File: src/rtl/divider_pkg.sv
// Shared definitions for the sequential divider.
//   state_e      : FSM state encoding (IDLE, RUN, DONE)
//   count_width  : width of the step counter for a given operand width
package divider_pkg;

  typedef enum logic [1:0] {
    S_IDLE = 2'd0,
    S_RUN  = 2'd1,
    S_DONE = 2'd2
  } state_e;

  // The counter must hold 0..WORD_LENGTH without wrapping.
  function automatic int count_width(input int word_length);
    return $clog2(word_length + 1);
  endfunction

endpackage

File: src/rtl/div_step_counter.sv
// Step counter for the sequential divider.
//   clk        : clock, rising edge
//   reset      : asynchronous active-high clear
//   clear      : synchronous clear (new division accepted)
//   enable     : count one step
//   last_step  : combinational, high while the count equals WORD_LENGTH-1
module div_step_counter #(
  parameter int WORD_LENGTH = 4,
  parameter int COUNT_WIDTH = 3
) (
  input  logic clk,
  input  logic reset,
  input  logic clear,
  input  logic enable,
  output logic last_step
);

  logic [COUNT_WIDTH-1:0] count_q;
  logic [COUNT_WIDTH-1:0] count_d;

  always_comb begin
    count_d = count_q;
    if (clear) begin
      count_d = '0;
    end else if (enable) begin
      count_d = count_q + 1'b1;
    end
  end

  always_ff @(posedge clk or posedge reset) begin
    if (reset) begin
      count_q <= '0;
    end else begin
      count_q <= count_d;
    end
  end

  assign last_step = (count_q == COUNT_WIDTH'(WORD_LENGTH - 1));

endmodule

File: src/rtl/sequential_divider.sv
// Iterative unsigned restoring divider, one quotient bit per clock.
//   clk, reset            : clock and asynchronous active-high reset
//   start                 : request, accepted only while ready
//   dividend, divisor     : operands, captured on an accepted start
//   ready                 : high in IDLE
//   done                  : one-cycle pulse when results are valid
//   quotient, remainder   : registered results, held between divisions
//   div_by_zero           : registered flag for a zero divisor
module sequential_divider
  import divider_pkg::*;
#(
  parameter int WORD_LENGTH = 4,
  parameter int COUNT_WIDTH = count_width(WORD_LENGTH)
) (
  input  logic                   clk,
  input  logic                   reset,
  input  logic                   start,
  input  logic [WORD_LENGTH-1:0] dividend,
  input  logic [WORD_LENGTH-1:0] divisor,
  output logic                   ready,
  output logic                   done,
  output logic [WORD_LENGTH-1:0] quotient,
  output logic [WORD_LENGTH-1:0] remainder,
  output logic                   div_by_zero
);

  state_e                 state_q, state_d;
  // q_q starts as the dividend; its MSB feeds the remainder each step while
  // quotient bits shift in from the bottom.
  logic [WORD_LENGTH-1:0] q_q, q_d;
  logic [WORD_LENGTH-1:0] rem_q, rem_d;
  logic [WORD_LENGTH-1:0] dvs_q, dvs_d;
  logic [WORD_LENGTH-1:0] quot_q, quot_d;
  logic [WORD_LENGTH-1:0] remo_q, remo_d;
  logic                   dbz_q, dbz_d;

  logic                   cnt_clear;
  logic                   cnt_enable;
  logic                   last_step;

  logic [WORD_LENGTH:0]   partial;
  logic                   step_ge;
  logic [WORD_LENGTH-1:0] step_rem;
  logic [WORD_LENGTH-1:0] step_q;

  div_step_counter #(
    .WORD_LENGTH (WORD_LENGTH),
    .COUNT_WIDTH (COUNT_WIDTH)
  ) u_step_counter (
    .clk       (clk),
    .reset     (reset),
    .clear     (cnt_clear),
    .enable    (cnt_enable),
    .last_step (last_step)
  );

  // One extra bit so all-ones operands compare correctly. When the subtract
  // happens the result is below the divisor, so truncation to WORD_LENGTH
  // bits is exact.
  always_comb begin
    partial  = {rem_q, q_q[WORD_LENGTH-1]};
    step_ge  = (partial >= {1'b0, dvs_q});
    step_rem = step_ge ? (partial[WORD_LENGTH-1:0] - dvs_q) : partial[WORD_LENGTH-1:0];
    step_q   = {q_q[WORD_LENGTH-2:0], step_ge};
  end

  always_comb begin
    state_d    = state_q;
    q_d        = q_q;
    rem_d      = rem_q;
    dvs_d      = dvs_q;
    quot_d     = quot_q;
    remo_d     = remo_q;
    dbz_d      = dbz_q;
    cnt_clear  = 1'b0;
    cnt_enable = 1'b0;
    case (state_q)
      S_IDLE: begin
        if (start) begin
          q_d       = dividend;
          dvs_d     = divisor;
          rem_d     = '0;
          dbz_d     = 1'b0;
          cnt_clear = 1'b1;
          if (divisor == '0) begin
            quot_d  = '1;
            remo_d  = dividend;
            dbz_d   = 1'b1;
            state_d = S_DONE;
          end else begin
            state_d = S_RUN;
          end
        end
      end
      S_RUN: begin
        cnt_enable = 1'b1;
        q_d        = step_q;
        rem_d      = step_rem;
        if (last_step) begin
          quot_d  = step_q;
          remo_d  = step_rem;
          state_d = S_DONE;
        end
      end
      S_DONE: begin
        state_d = S_IDLE;
      end
      default: begin
        state_d = S_IDLE;
      end
    endcase
  end

  always_ff @(posedge clk or posedge reset) begin
    if (reset) begin
      state_q <= S_IDLE;
      q_q     <= '0;
      rem_q   <= '0;
      dvs_q   <= '0;
      quot_q  <= '0;
      remo_q  <= '0;
      dbz_q   <= 1'b0;
    end else begin
      state_q <= state_d;
      q_q     <= q_d;
      rem_q   <= rem_d;
      dvs_q   <= dvs_d;
      quot_q  <= quot_d;
      remo_q  <= remo_d;
      dbz_q   <= dbz_d;
    end
  end

  assign ready       = (state_q == S_IDLE);
  assign done        = (state_q == S_DONE);
  assign quotient    = quot_q;
  assign remainder   = remo_q;
  assign div_by_zero = dbz_q;

endmodule

File: config.mk
export PLATFORM = sky130hd
export DESIGN_NAME = sequential_divider
export DESIGN_NICKNAME = d
export VERILOG_FILES = /design/src/rtl/divider_pkg.sv /design/src/rtl/div_step_counter.sv /design/src/rtl/sequential_divider.sv
export SDC_FILE = /design/constraint.sdc
export NUM_CORES = 1
export LEC_CHECK = 0
export BUFFER_PORTS_ARGS = -buffer_cell sky130_fd_sc_hd__buf_4
export CAP_MARGIN = 20
export CELL_PAD_IN_SITES_DETAIL_PLACEMENT = 0
export CELL_PAD_IN_SITES_GLOBAL_PLACEMENT = 1
export CORE_UTILIZATION = 39
export CTS_CLUSTER_SIZE = 20
export DETAILED_ROUTE_END_ITERATION = 7
export PLACE_DENSITY_LB_ADDON = 0.12
export RECOVER_POWER = 100
export SLEW_MARGIN = 10
export SYNTH_ARGS = -nofsm -noshare
export SYNTH_HDL_FRONTEND = slang
export SYNTH_SLANG_ARGS = --single-unit
File: constraint.sdc
create_clock -name clk -period 1.9 [get_ports clk]
set_input_delay 0.19 -clock clk [delete_from_list [all_inputs] [get_ports clk]]
set_output_delay 0.19 -clock clk [all_outputs]
set_load 0.005 [all_outputs]
# Yosys cells after proc, flatten, opt, wreduce, memory -nomap -nowiden
# Index checks and enable logic that the tools add are counted.
[totals]
input_bits = 11
regBits = 26
word_cells = 48
latchBits = 0
rom_bits = 0
mem_bits_rw = 0
mem_count = 0
[op_classes]
n_reduce_logical = 8
magnitude_cmp = 1
div_mod_pow = 0
mux = 23
eq_ne = 6
n_mul = 0
shift = 0
bitwise_logic = 0
n_addsub = 2
[ops]
columns = ["cell", "count"]
rows = [
  ["4-bit two-way mux", 9],
  ["4-bit one-hot mux with 2 select lines", 4],
  ["2-bit two-way mux", 3],
  ["3-bit two-way mux", 2],
  ["2-bit AND reduction", 3],
  ["5-bit by 4-bit >= comparator with 1-bit output", 1],
  ["4-bit zero test", 1],
  ["1-bit two-way mux", 4],
  ["2-bit != test, second input constant", 2],
  ["2-bit one-hot mux with 2 select lines", 1],
  ["4-bit AND reduction", 1],
  ["2-bit nonzero test", 2],
  ["4-bit subtractor", 1],
  ["3-bit by 1-bit adder with 3-bit output, second input constant", 1],
  ["3-bit by 2-bit == test with 1-bit output, second input constant", 1],
  ["2-bit by 1-bit == test with 1-bit output, second input constant", 1],
  ["2-bit == test, second input constant", 1],
  ["2-bit zero test", 1],
  ["2-bit by 1-bit != test with 1-bit output, second input constant", 1],
]

# Longest topological paths before layout
# Gate-level depths: netlist (run 1).
[logic_depth]
word_depth = 4
depth_mapped = 7
depth_no_buf = 7

# Cells and area by module
# A second synthesis (run 1) with hierarchy kept.
[unflattened]
cells_unflattened = 142
area_unflattened_um2 = 1321.3
[modules_own_cells]
columns = ["mod", "cells_per_inst", "area_per_inst_um2", "seq_area_each_um2", "instances"]
rows = [
  ["sequential_divider", 129, 1176.1, 575.6, 1],
  ["div_step_counter", 13, 145.1, 75.1, 1],
]

# Worst setup path before layout (run 1)
# Ideal clock, no wire load.
[synth_timing]
path_type = "reg-to-reg"
startpoint = "reg q_q[3]"
endpoint = "reg remo_q[0], in the netlist remainder[0]"
path_slack_ns = 0.070
synth_period_minus_slack_ns = 1.830
n_path_buf = 0
path_stages_with_launch = 8
t_required_ns = 1.805
setup_ns = 0.095
t_arrival_ns = 1.735
path_cell_list = "dfrtp_1 inv_1 ha_1 nand2b_1 a21oi_1 a22o_1 mux2_2 o31ai_1"
[synth_between]
elab_chain_cells = 4
[synth_rtl]
columns = ["item", "line_no", "source"]
rows = [
  ["from (decl)", "sequential_divider.sv:30", "logic [WORD_LENGTH-1:0] q_q, q_d;"],
  ["from (signal assigned)", "sequential_divider.sv:125", "q_q <= q_d;"],
  ["4-bit subtractor or 5-bit by 4-bit >= comparator with 1-bit output (tied branches)", "sequential_divider.sv:63, sequential_divider.sv:62", ""],
  ["4-bit two-way mux (*)", "sequential_divider.sv:63", "step_rem = step_ge ? (partial[WORD_LENGTH-1:0] - dvs_q) : partial[WORD_LENGTH-1:0];"],
  ["4-bit two-way mux (*)", "sequential_divider.sv:99", "if (last_step) begin"],
  ["4-bit one-hot mux with 2 select lines (*)", "sequential_divider.sv:77", "case (state_q)"],
  ["to (signal assigned)", "sequential_divider.sv:129", "remo_q <= remo_d;"],
  ["to (decl)", "sequential_divider.sv:34", "logic [WORD_LENGTH-1:0] remo_q, remo_d;"],
]
# Mark *: on every way between the ends. The rest lies on a longest branch, timed or not. The select of a mux whose other input is x is not followed.
# A chain may end at the register's enable or synchronous reset.

# Worst setup path after layout (run 1)
[layout_timing]
startpoint = "reg dvs_q[0]"
endpoint = "reg rem_q[1]"
[layout_between]
elab_chain_cells = 3
[layout_rtl]
columns = ["item", "line_no", "source"]
rows = [
  ["from (decl)", "sequential_divider.sv:32", "logic [WORD_LENGTH-1:0] dvs_q, dvs_d;"],
  ["from (signal assigned)", "sequential_divider.sv:127", "dvs_q <= dvs_d;"],
  ["4-bit subtractor or 5-bit by 4-bit >= comparator with 1-bit output (tied branches)", "sequential_divider.sv:63, sequential_divider.sv:62", ""],
  ["4-bit two-way mux (*)", "sequential_divider.sv:63", ""],
  ["4-bit one-hot mux with 2 select lines (*)", "sequential_divider.sv:77", ""],
  ["to (signal assigned)", "sequential_divider.sv:126", "rem_q <= rem_d;"],
  ["to (decl)", "sequential_divider.sv:31", "logic [WORD_LENGTH-1:0] rem_q, rem_d;"],
]
# Mark *: on every way between the ends. The rest lies on a longest branch, timed or not.

==> results of run 1 <==
==> cells in the final DEF (no fill, tap or decap), drive strengths merged <==
| master | Yosys | routed |
|---|---|---|
| dlygate4sd3 | 0 | 1 |
| o311a | 1 | 1 |
| nand2 | 9 | 9 |
| a31o | 1 | 1 |
| nor3 | 2 | 2 |
| a32oi | 1 | 1 |
| nor2 | 14 | 14 |
| a21boi | 1 | 1 |
| mux2 | 5 | 5 |
| a221o | 1 | 1 |
| o31ai | 1 | 1 |
| a22oi | 3 | 3 |
| nand3 | 5 | 5 |
| a21o | 1 | 1 |
| a31oi | 1 | 1 |
| a21oi | 12 | 12 |
| or4 | 1 | 1 |
| o221ai | 1 | 1 |
| or2 | 1 | 1 |
| fa | 1 | 1 |
| a22o | 2 | 2 |
| a222oi | 1 | 1 |
| o21a | 1 | 1 |
| o211a | 1 | 1 |
| clkbuf | 2 | 19 |
| mux2i | 5 | 5 |
| dfrtp | 26 | 26 |
| nand2b | 4 | 4 |
| o21bai | 1 | 1 |
| o21ai | 10 | 10 |
| o22a | 1 | 1 |
| inv | 11 | 11 |
| xnor2 | 1 | 1 |
| nor2b | 1 | 1 |
| ha | 6 | 6 |
| buf | 3 | 16 |
==> power by group <==
part	switching, W	internal [W]
Combinational	0.00106	0.000986
Clock	0.000176	0.000117
Sequential	0.000204	0.000812
==> worst max-delay path, stage by stage (launching register included) <==
cell and delay [ns]:
dfrtp_1 0.45, ha_4 0.20, fa_1 0.47, inv_1 0.04
a221o_1 0.27, o211a_1 0.14, a31o_2 0.21
==> repair_timing <==
item,in CTS,in global routing
gates resized for setup,2,10
setup buffers,0,2
hold endpoints to repair,26,0
endpoints found under the setup margin,5,6
pin swaps,1,3
hold buffers,1,0
==> final cells by class <==
cell class	instances	area, um^2
clock buffers	4	36.3
fillers	322	1650
inverters	11	41.3
multi-input cells	96	722
flip-flops and latches	26	651
well taps	46	57.6
repair buffers	32	234
==> through the flow <==
step | std cells | area (um^2) | hold WS, ns
finish | 215 | 1740 | 0.0910
global route | 215 | 1740 | 0.0812
CTS | 213 | 1700 | 0.0847
detailed placement | 208 | 1650 | 0.280
global placement | 208 | 1650 | 0.276
floorplan | 138 | 1400 | 0.230
==> worst max path at each step <==
| stage | startpoint | end | slack [ns] | cells past startpoint |
|---|---|---|---|---|
| 6_report | dvs_q[0] | rem_q[1] | 0.03 | 6 |
| 5_1_grt | dvs_q[0] | rem_q[1] | -0.02 | 6 |
| 4_1_cts | q_q[3] | remainder[0] | 0.003 | 7 |
| 3_5_place_dp | q_q[3] | remainder[0] | -0.07 | 7 |
| 3_3_place_gp | q_q[3] | remainder[0] | 0.01 | 7 |
| 2_1_floorplan | q_q[3] | remainder[0] | 0.07 | 7 |
==> per-layer routing <==
metal  global-route usage, %  vias up  wire, um
met2                    26.7       44      1450
met3                    2.48        8       159
met4                    8.25        0        74
met5                       0        -         0
met1                    27.9      555      1610
li1                        -      555         -
==> synth_stat cells (all sizes together), types with 4 or more instances <==
master	number
nor2	14
a21oi	12
o21ai	10
mux2i	5
ha	6
nand2	9
nand2b	4
mux2	5
dfrtp	26
inv	11
nand3	5
==> sequential cells by signal (all words and copies together), names as in the netlist <==
signal                  flops
div_by_zero                 1
dvs_q                       4
q_q                         4
quotient                    4
rem_q                       4
remainder                   4
state_q                     2
u_step_counter.count_q      3
==> cells by family (layout without fill, tap and decap cells) <==
kind of cell / Yosys count / in the layout / synth area share, %
adder cells (fa/ha/maj): 7 / 7 / 6.77
flip-flops: 26 / 26 / 46.3
multiplexers: 10 / 10 / 7.58
XOR/XNOR: 1 / 1 / 0.624
buffers and inverters: 16 / 47 / 4.99
AO/OA/AOI/OAI: 41 / 41 / 21.4
AND/OR/NAND/NOR: 37 / 37 / 12.3
==> metrics.log, run 1 <==
[metrics] unrepaired setup endpoints after global routing: true
[metrics] clock period minus final worst setup slack: 1.87 ns
[metrics] TritonCTS sink count: 26
[metrics] hold path start: divisor[1]
[metrics] floorplan die height: 62.0 um
[metrics] critical path class: reg -> reg
[metrics] largest cells by area after synthesis: dfrtp_1 (46%), ha_1 (5.3%), mux2_2 (4.0%), nor2_1 (3.7%), mux2i_1 (3.6%)
[metrics] run status: finished clean
[metrics] worst flop-to-flop path startpoint: dvs_q[0]
[metrics] Final Total Pwr: 0.00336 W
[metrics] Worst Max-Slew Pin Slew: 0.671 ns
[metrics] ANT nets after route: 0
[metrics] fin worst setup slack: 0.0335 ns
[metrics] data arrival time of the critical path: 2.10 ns
[metrics] synthesized area: 1400 um^2
[metrics] number of global-route vias before repair: 1051
[metrics] type of element launching the critical path: flip-flop
[metrics] leakage power: 0.813 nW
[metrics] clock tree from TritonCTS: built
[metrics] maximum vdd drop: 0.727 mV
[metrics] maximum achievable frequency: 0.536 GHz
[metrics] Total Die Area: 3840 um^2
[metrics] number of instances in the synthesized netlist: 138
[metrics] HPWL after DPL: 2280 um
[metrics] initial antenna violation count: 0
[metrics] worst-path fanout max: 3
[metrics] H-Tree Level Count: 1
[metrics] area growth from synthesis to layout: 24.1%
[metrics] aggregate negative setup slack: 0 ns
[metrics] detailed-routing iteration count for the pre-antenna-repair pass: 4
[metrics] final WL: 3290 um
[metrics] Layout Skew: 0.00238 ns
[metrics] Hold Path Depth: 2
[metrics] detailed-route via count: 1162
[metrics] insertion delay to the later sink of the worst-skew pair: 0.33 ns
[metrics] Yosys top cell area share: 46.3%
[metrics] Core Footprint: 3390 um^2
[metrics] EDFF count, synth: 0
[metrics] DRC violations left: 0
[metrics] final number of hold-violating endpoints: 0
[metrics] max-slew headroom at the worst pin: 55.2%
[metrics] Main synth FF type: dfrtp_1
[metrics] Tot GR Track Use: 18.7%
[metrics] FF-to-FF End: rem_q[1]
[metrics] fraction of layout instances using a drive strength above 1: 32.0%
[metrics] setup slack, reg-to-reg: 0.03 ns
[metrics] setup-violating endpoint count in the final report: 0
[metrics] R2R depth: 6
[metrics] number of standard-cell rows in the floorplan: 21
[metrics] maximum number of pins on one net before global-route repair: 27
[metrics] number of buffers added by the clock tree synthesis step: 3
[metrics] floorplan die width: 62.0 um
[metrics] library cells used by synthesis: 39
[metrics] count of buffers from port buffering: 21
[metrics] effective utilization at floorplan: 41.4%
[metrics] most area-hungry cell type in the Yosys netlist: dfrtp_1
[metrics] number of maximum-capacitance violations: 0
[metrics] count of final max-slew check failures: 0
[metrics] fraction of registers with async set or reset after synthesis: 100%
[metrics] clock tree root buffer cell: clkbuf_4
[metrics] hold crit path type: in -> reg
[metrics] count of state elements after synthesis: 26
[metrics] register area share after synthesis: 46.3%
[metrics] element type at the critical path end: flip-flop
[metrics] CP required: 2.14 ns
[metrics] buffer levels on the longest clock path: 2
[metrics] final estimated routing congestion in global placement: 0.734
[metrics] share of the core filled with cells in the final layout: 51.4%
[metrics] post-detailed-route wirelength per cell: 15.3 um
[metrics] diode count: 0
[metrics] syn nets: 156
[metrics] Top-Level Pins: 22
[metrics] via count normalized by instance count: 5.40
[metrics] Hold Path End: dvs_q[1]
[metrics] global-route wire length before repair: 5190 um
[metrics] post-route clock period utilization: 98.2%
[metrics] pre-CTS WS: -0.0737 ns
[metrics] Post-Synthesis Mean Instance Area: 10.2 um^2
[metrics] nets@finish: 188
[metrics] synth warn: 0
[metrics] cell area power density: 1930 nW/um^2
[metrics] aggregate global routing overflow: 0
[metrics] clock edge transition at the registers on the reported setup and hold paths: 0.15 ns
[metrics] initial detailed-routing violation count: 107
Power figures use the tool's default switching activity.
==> run 2: changes to the inputs <==
--- a/config.mk
+++ b/config.mk
@@ -12,8 +12,8 @@
 export CORE_UTILIZATION = 39
 export CTS_CLUSTER_SIZE = 20
 export DETAILED_ROUTE_END_ITERATION = 7
+export HOLD_SLACK_MARGIN = 0.06
 export PLACE_DENSITY_LB_ADDON = 0.12
-export RECOVER_POWER = 100
 export SLEW_MARGIN = 10
 export SYNTH_ARGS = -nofsm -noshare
 export SYNTH_HDL_FRONTEND = slang
==> run 2 against run 1 <==
Against the previous run:
- worst hold slack worse by 0.0021 ns
- clock skew is 0.00073 ns lower
- final cell count stayed put
- non-clock buffer count stayed put
- utilization is 0.59 points higher
- die area stayed put
- critical path depth stayed put
- wire length is 0.76% higher
- flip-flop and latch count stayed put
- design area is 1.1% higher
- largest power group unchanged
==> metrics.log, run 2 (synthesis gave the netlist of run 1 again) <==
[metrics] run status: finished clean
[metrics] area taken by flip-flops and latches: 651 um^2
[metrics] floorplan die height: 62.0 um
[metrics] aggregate negative setup slack: 0 ns
[metrics] sequential share of power: 30.1%
[metrics] detailed-routing iteration count for the pre-antenna-repair pass: 4
[metrics] count of final max-slew check failures: 0
[metrics] Worst Max-Slew Pin Slew: 0.520 ns
[metrics] via count normalized by instance count: 5.41
[metrics] ANT nets after route: 0
[metrics] number of global-route vias before repair: 1051
[metrics] cell area power density: 1930 nW/um^2
[metrics] final estimated routing congestion in global placement: 0.734
[metrics] clock period minus final worst setup slack: 1.86 ns
[metrics] post-route clock period utilization: 98.1%
[metrics] Total Die Area: 3840 um^2
[metrics] number of buffers added by the clock tree synthesis step: 3
[metrics] DRC violations left: 0
[metrics] Core Footprint: 3390 um^2
[metrics] unrepaired setup endpoints after global routing: true
[metrics] number of maximum-capacitance violations: 0
[metrics] count of fill cells added during filler insertion: 318
[metrics] clock group share of total power: 8.7%
[metrics] final number of hold-violating endpoints: 0
[metrics] setup-violating endpoint count in the final report: 0
[metrics] buffer levels on the longest clock path: 2
[metrics] Sw Pwr: 0.00146 W
[metrics] TritonCTS sink count: 26
[metrics] detailed-route via count: 1164
[metrics] effective utilization at floorplan: 41.4%
[metrics] final WL: 3310 um
[metrics] critical path class: reg -> reg
[metrics] CP required: 2.14 ns
[metrics] data arrival time of the critical path: 2.10 ns
[metrics] switching power share of the total: 43.0%
[metrics] Final Total Pwr: 0.00340 W
[metrics] maximum vdd drop: 0.732 mV
[metrics] Int Power: 0.00194 W
[metrics] Logic pwr share: 61.2%
[metrics] initial detailed-routing violation count: 104
[metrics] initial antenna violation count: 0
[metrics] nets@finish: 188
[metrics] worst-path fanout max: 3
[metrics] fraction of layout instances using a drive strength above 1: 33.1%
[metrics] diode count: 0
[metrics] HPWL after DPL: 2280 um
[metrics] Top-Level Pins: 22
[metrics] area growth from synthesis to layout: 25.5%
[metrics] share of the core filled with cells in the final layout: 52.0%
[metrics] maximum number of pins on one net before global-route repair: 27
[metrics] aggregate global routing overflow: 0
[metrics] maximum achievable frequency: 0.537 GHz
[metrics] Layout Skew: 0.00165 ns
[metrics] insertion delay to the later sink of the worst-skew pair: 0.33 ns
[metrics] clock tree root buffer cell: clkbuf_4
[metrics] max-slew headroom at the worst pin: 65.2%
[metrics] clock tree from TritonCTS: built
[metrics] Tot GR Track Use: 18.7%
[metrics] leakage power: 0.822 nW
[metrics] floorplan die width: 62.0 um
[metrics] hold crit path type: in -> reg
[metrics] number of standard-cell rows in the floorplan: 21
[metrics] clock edge transition at the registers on the reported setup and hold paths: 0.15 ns
[metrics] count of buffers from port buffering: 21
[metrics] post-detailed-route wirelength per cell: 15.4 um
[metrics] type of element launching the critical path: flip-flop
[metrics] most used cells in the layout excluding fill and tap cells: buf_4 (31), dfrtp_1 (26), nor2_1 (14)
[metrics] combined area of the multi-input logic cells: 733 um^2
[metrics] H-Tree Level Count: 1
[metrics] global-route wire length before repair: 5190 um
[metrics] most common library cell in the layout ignoring fill and taps: buf_4
[metrics] element type at the critical path end: flip-flop
[run 2: cell count changes in the layout (fill, tap and decap cells not counted)]
| cell | previous run | this run |
|---|---|---|
| a21oi_1 | 7 | 6 |
| a21oi_4 | 1 | 2 |
| clkbuf_1 | 1 | 0 |
| buf_4 | 16 | 31 |
| clkbuf_2 | 2 | 0 |
| clkbuf_4 | 15 | 3 |
[run 2: power groups by stage]
stage                     registers, W  logic, W  clock network (W)
after CTS                      0.00101   0.00182           0.000301
after global placement         0.00101   0.00176                  0
after detailed placement       0.00102   0.00179                  0
after global routing           0.00105   0.00230           0.000328
final                          0.00102   0.00208           0.000296
after floorplan               0.000965   0.00128                  0
[run 2: area by class of cell]
class | instances | share of cell area [%]
inverter | 11 | 2.34
timing repair buffer | 32 | 13.8
clock buffer | 4 | 2.06
sequential | 26 | 36.9
multi-input combinational | 96 | 41.6
tap | 46 | 3.27
[run 2: final timing paths]
path | from | end | slack, ns | cells after the start
max in group asynchronous | reset | rem_q[3] | 1.20 | 4
worst max-delay path | dvs_q[0] | rem_q[1] | 0.04 | 6
min in group asynchronous | reset | u_step_counter.count_q[0] | 0.45 | 4
worst min register to register | div_by_zero | div_by_zero | 0.50 | 1
worst max register to register | dvs_q[0] | rem_q[1] | 0.04 | 6
worst min-delay path | divisor[1] | dvs_q[1] | 0.09 | 2
[run 2: timing repair]
| action | CTS | global route |
|---|---|---|
| setup endpoints to repair | 5 | 6 |
| resized for setup | 2 | 10 |
| setup buffers | 0 | 2 |
| hold buffers | 1 | 0 |
| hold endpoints to repair | 26 | 0 |
| pin swaps | 1 | 3 |
[run 2: metrics by stage]
stage / instance area [um^2] / worst slack (ns) / hold WS (ns) / instances
after floorplan: 1400 / 0.0698 / 0.230 / 138
after global placement: 1650 / 0.00961 / 0.276 / 208
after detailed placement: 1650 / -0.0737 / 0.280 / 208
after CTS: 1700 / 0.00317 / 0.0847 / 213
after global routing: 1760 / -0.0164 / 0.0812 / 215
final: 1760 / 0.0361 / 0.0889 / 215
[run 2: metal layers]
metal	up-vias	track usage [%]	share of wire, %
met5	-	0	0
met4	0	8.25	2.4
met2	41	26.7	44
li1	555	-	-
met1	558	27.9	49
met3	10	2.48	4.2
[run 2: critical path, stage by stage (launching register included)]
cell	delay, ns
dfrtp_1	0.45
ha_4	0.19
fa_1	0.47
inv_1	0.04
a221o_1	0.27
o211a_1	0.14
a31o_2	0.21
==> run 3: changes to the inputs <==
--- a/config.mk
+++ b/config.mk
@@ -9,12 +9,14 @@
 export CAP_MARGIN = 20
 export CELL_PAD_IN_SITES_DETAIL_PLACEMENT = 0
 export CELL_PAD_IN_SITES_GLOBAL_PLACEMENT = 1
-export CORE_UTILIZATION = 39
+export CORE_UTILIZATION = 37
 export CTS_CLUSTER_SIZE = 20
 export DETAILED_ROUTE_END_ITERATION = 7
 export HOLD_SLACK_MARGIN = 0.06
 export PLACE_DENSITY_LB_ADDON = 0.12
+export SKIP_CTS_REPAIR_TIMING = 1
 export SLEW_MARGIN = 10
 export SYNTH_ARGS = -nofsm -noshare
 export SYNTH_HDL_FRONTEND = slang
+export SYNTH_HIERARCHICAL = 1
 export SYNTH_SLANG_ARGS = --single-unit
==> run 3 against run 2 <==
Against the previous run:
- the flow now finishes with violations (negative setup slack)
- critical path depth is the same
- synthesized cell count increased by 2.9%
- flip-flop and latch count did not move
- count of clock-buffer cells in the layout down 1
- total power grew 3.2%
- clock skew barely moved
- global-route usage down 1.9 points
- sequential power shrank 6%
- first-iteration DRC count decreased by 62%
- combinational power grew 4%
- critical path type unchanged
- highest routed layer unchanged
==> metrics.log, run 3 <==
[metrics] most used cells in the layout excluding fill and tap cells: buf_4 (34), dfrtp_1 (26), nand2_1 (24)
[metrics] area fraction in and, or, nand and nor cells after synthesis: 17.1%
[metrics] Final Total Pwr: 0.00351 W
[metrics] CP required: 2.15 ns
[metrics] hold crit path type: in -> reg
[metrics] pre-CTS WS: -0.0612 ns
[metrics] detailed-route via count: 1135
[metrics] synthesized area: 1320 um^2
[metrics] cell with the most instances after synthesis: dfrtp_1
[metrics] Top-Level Pins: 22
[metrics] Worst Max-Slew Pin Slew: 0.305 ns
[metrics] EDFF count, synth: 0
[metrics] post-synthesis compound-gate area fraction: 18.7%
[metrics] combinational family with the most area after synthesis: compound AO/OA/AOI/OAI gates
[metrics] area growth from synthesis to layout: 30.6%
[metrics] global-route wire length before repair: 4600 um
[metrics] start point of the critical path: rem_q[2]
[metrics] R2R depth: 6
[metrics] Post-synth top cells: dfrtp_1 (26), nand2_1 (25), nor2_1 (13)
[metrics] register area share after synthesis: 49.2%
[metrics] Layout Skew: 0.00116 ns
[metrics] nets@finish: 196
[metrics] cell count after placement: 215
[metrics] clock edge transition at the registers on the reported setup and hold paths: 0.15 ns
[metrics] setup slack, reg-to-reg: -0.13 ns
[metrics] library cells used by synthesis: 37
[metrics] clock period minus final worst setup slack: 2.03 ns
[metrics] critical path class: reg -> reg
[metrics] initial detailed-routing violation count: 40
[metrics] synth warn: 6
[metrics] via count normalized by instance count: 5.09
[metrics] Post-Synthesis Mean Instance Area: 9.30 um^2
[metrics] share of the core filled with cells in the final layout: 50.9%
[metrics] maximum vdd drop: 0.728 mV
[metrics] final instance count without filler cells: 223
[metrics] leakage power: 0.820 nW
[metrics] final std cell area, no fill: 1730 um^2
[metrics] FF-to-FF End: remainder[0]
[metrics] cell area power density: 2030 nW/um^2
[metrics] count of state elements after synthesis: 26
[metrics] clock tree root buffer cell: clkbuf_4
[metrics] syn nets: 160
[metrics] maximum achievable frequency: 0.493 GHz
[metrics] Tot GR Track Use: 16.8%
[metrics] Core Footprint: 3390 um^2
[metrics] fraction of registers with async set or reset after synthesis: 100%
[metrics] H-Tree Level Count: 1
[metrics] Hold Path Depth: 3
[metrics] Yosys top cell area share: 49.2%
[metrics] Main synth FF type: dfrtp_1
[metrics] placed cell areas: 1600 um^2
[metrics] ANT nets after route: 0
[metrics] setup-violating endpoint count in the final report: 6
[metrics] buffer levels on the longest clock path: 2
[metrics] worst flop-to-flop path startpoint: rem_q[2]
[metrics] final WL: 3070 um
[metrics] number of standard-cell rows in the floorplan: 21
[metrics] number of buffers added by the clock tree synthesis step: 3
[metrics] unrepaired setup endpoints after global routing: true
[metrics] floorplan die width: 61.8 um
[metrics] proportion of synthesized area in mux cells: 1.61%
[metrics] insertion delay to the later sink of the worst-skew pair: 0.33 ns
[metrics] number of maximum-capacitance violations: 0
[metrics] element type at the critical path end: flip-flop
[metrics] Total Die Area: 3810 um^2
[metrics] hold path start: divisor[3]
[metrics] data arrival time of the critical path: 2.28 ns
[metrics] fin worst setup slack: -0.126 ns
[metrics] detailed-routing iteration count for the pre-antenna-repair pass: 4
[metrics] worst-path fanout max: 5
[metrics] number of instances in the synthesized netlist: 142
[metrics] effective utilization at floorplan: 39.0%
[metrics] HPWL after DPL: 2230 um
[metrics] diode count: 0
[metrics] synthesized-area fraction occupied by adder cells: 7.20%
[metrics] post-detailed-route wirelength per cell: 13.8 um
[metrics] fraction of layout instances using a drive strength above 1: 30.5%
[metrics] initial antenna violation count: 0
[metrics] maximum number of pins on one net before global-route repair: 24
[metrics] violated checks: negative setup slack
[metrics] DRC violations left: 0
[metrics] most common library cell in the layout ignoring fill and taps: buf_4
[metrics] count of final max-slew check failures: 0
[metrics] final number of hold-violating endpoints: 0
[metrics] count of buffers from port buffering: 21
[metrics] most area-hungry cell type in the Yosys netlist: dfrtp_1
[metrics] final estimated routing congestion in global placement: 0.855
[metrics] Setup crit end: remainder[0]
[metrics] type of element launching the critical path: flip-flop
[metrics] largest cells by area after synthesis: dfrtp_1 (49%), nand2_1 (7.1%), ha_1 (5.7%), a21oi_1 (3.8%), o21ai_0 (3.8%)
[metrics] aggregate global routing overflow: 0
[metrics] number of global-route vias before repair: 976
[metrics] TritonCTS sink count: 26
[metrics] xor and xnor area share after synthesis: 1.33%
[metrics] floorplan die height: 61.8 um
[metrics] post-route clock period utilization: 107%
[metrics] run status: complete, but fails checks
[metrics] clock tree from TritonCTS: built
[metrics] max-slew headroom at the worst pin: 79.7%
run 3: cell types whose count changed in the layout (fill, tap and decap cells not counted), sizes merged, moves of 3 or more:
cell and delta:
nand2 +16, mux2 -4, mux2i -4, a22oi -3, a31oi +3, buf +3
run 3: how the worst min path moves through the flow:
stage	to	slack, ns
after floorplan	u_step_counter/count_q[0]	-0.06
after global placement	u_step_counter/count_q[1]	0.07
after detailed placement	u_step_counter/count_q[0]	0.07
after CTS	u_step_counter/count_q[2]	-0.31
after global routing	dvs_q[2]	0.08
final	dvs_q[3]	0.06
run 3: stage by stage:
stage / TNS, ns / hold slack (ns)
2_1_floorplan: 0 / -0.0564
3_3_place_gp: 0 / 0.0717
3_5_place_dp: -0.0785 / 0.0748
4_1_cts: -0.190 / -0.308
5_1_grt: -0.751 / 0.0831
6_report: -0.350 / 0.0627
run 3: where the power goes:
| group | switching, W | internal (W) | leakage, nW |
|---|---|---|---|
| registers | 0.000143 | 0.000814 | 0.305 |
| clock network | 0.000178 | 0.000213 | 0.0279 |
| logic | 0.00112 | 0.00104 | 0.488 |
| total | 0.00144 | 0.00207 | 0.820 |
run 3: final cells by class:
class                           instances  area, um^2
Timing Repair Buffer                   36         275
Multi-Input combinational cell        100         648
Tap cell                               46        57.6
Fill cell                             333        1660
Clock inverter                          1        30.0
Sequential cell                        26         651
Inverter                               11        41.3
Clock buffer                            3        22.5
run 3: layer usage:
layer,global-route usage [%],up-vias,wire length (um)
met4,6.98,0,35
li1,-,561,-
met1,22.8,539,1400
met2,26.9,31,1520
met3,2.28,4,120
met5,0,-,0
run 3: kinds of logic (layout without fill, tap and decap cells):
logic type               after synthesis  after routing
AO/OA/AOI/OAI                         38             38
buffers and inverters                 16             51
flip-flops                            26             26
multiplexers                           2              2
AND/OR/NAND/NOR                       51             51
adder cells (fa/ha/maj)                7              7
XOR/XNOR                               2              2
run 3: worst max-delay path: stages (launching register included):
cell,delay (ns)
dfrtp_1,0.41
ha_2,0.17
or3_1,0.39
a211o_1,0.36
nand2_2,0.12
mux2_4,0.31
o211ai_1,0.19
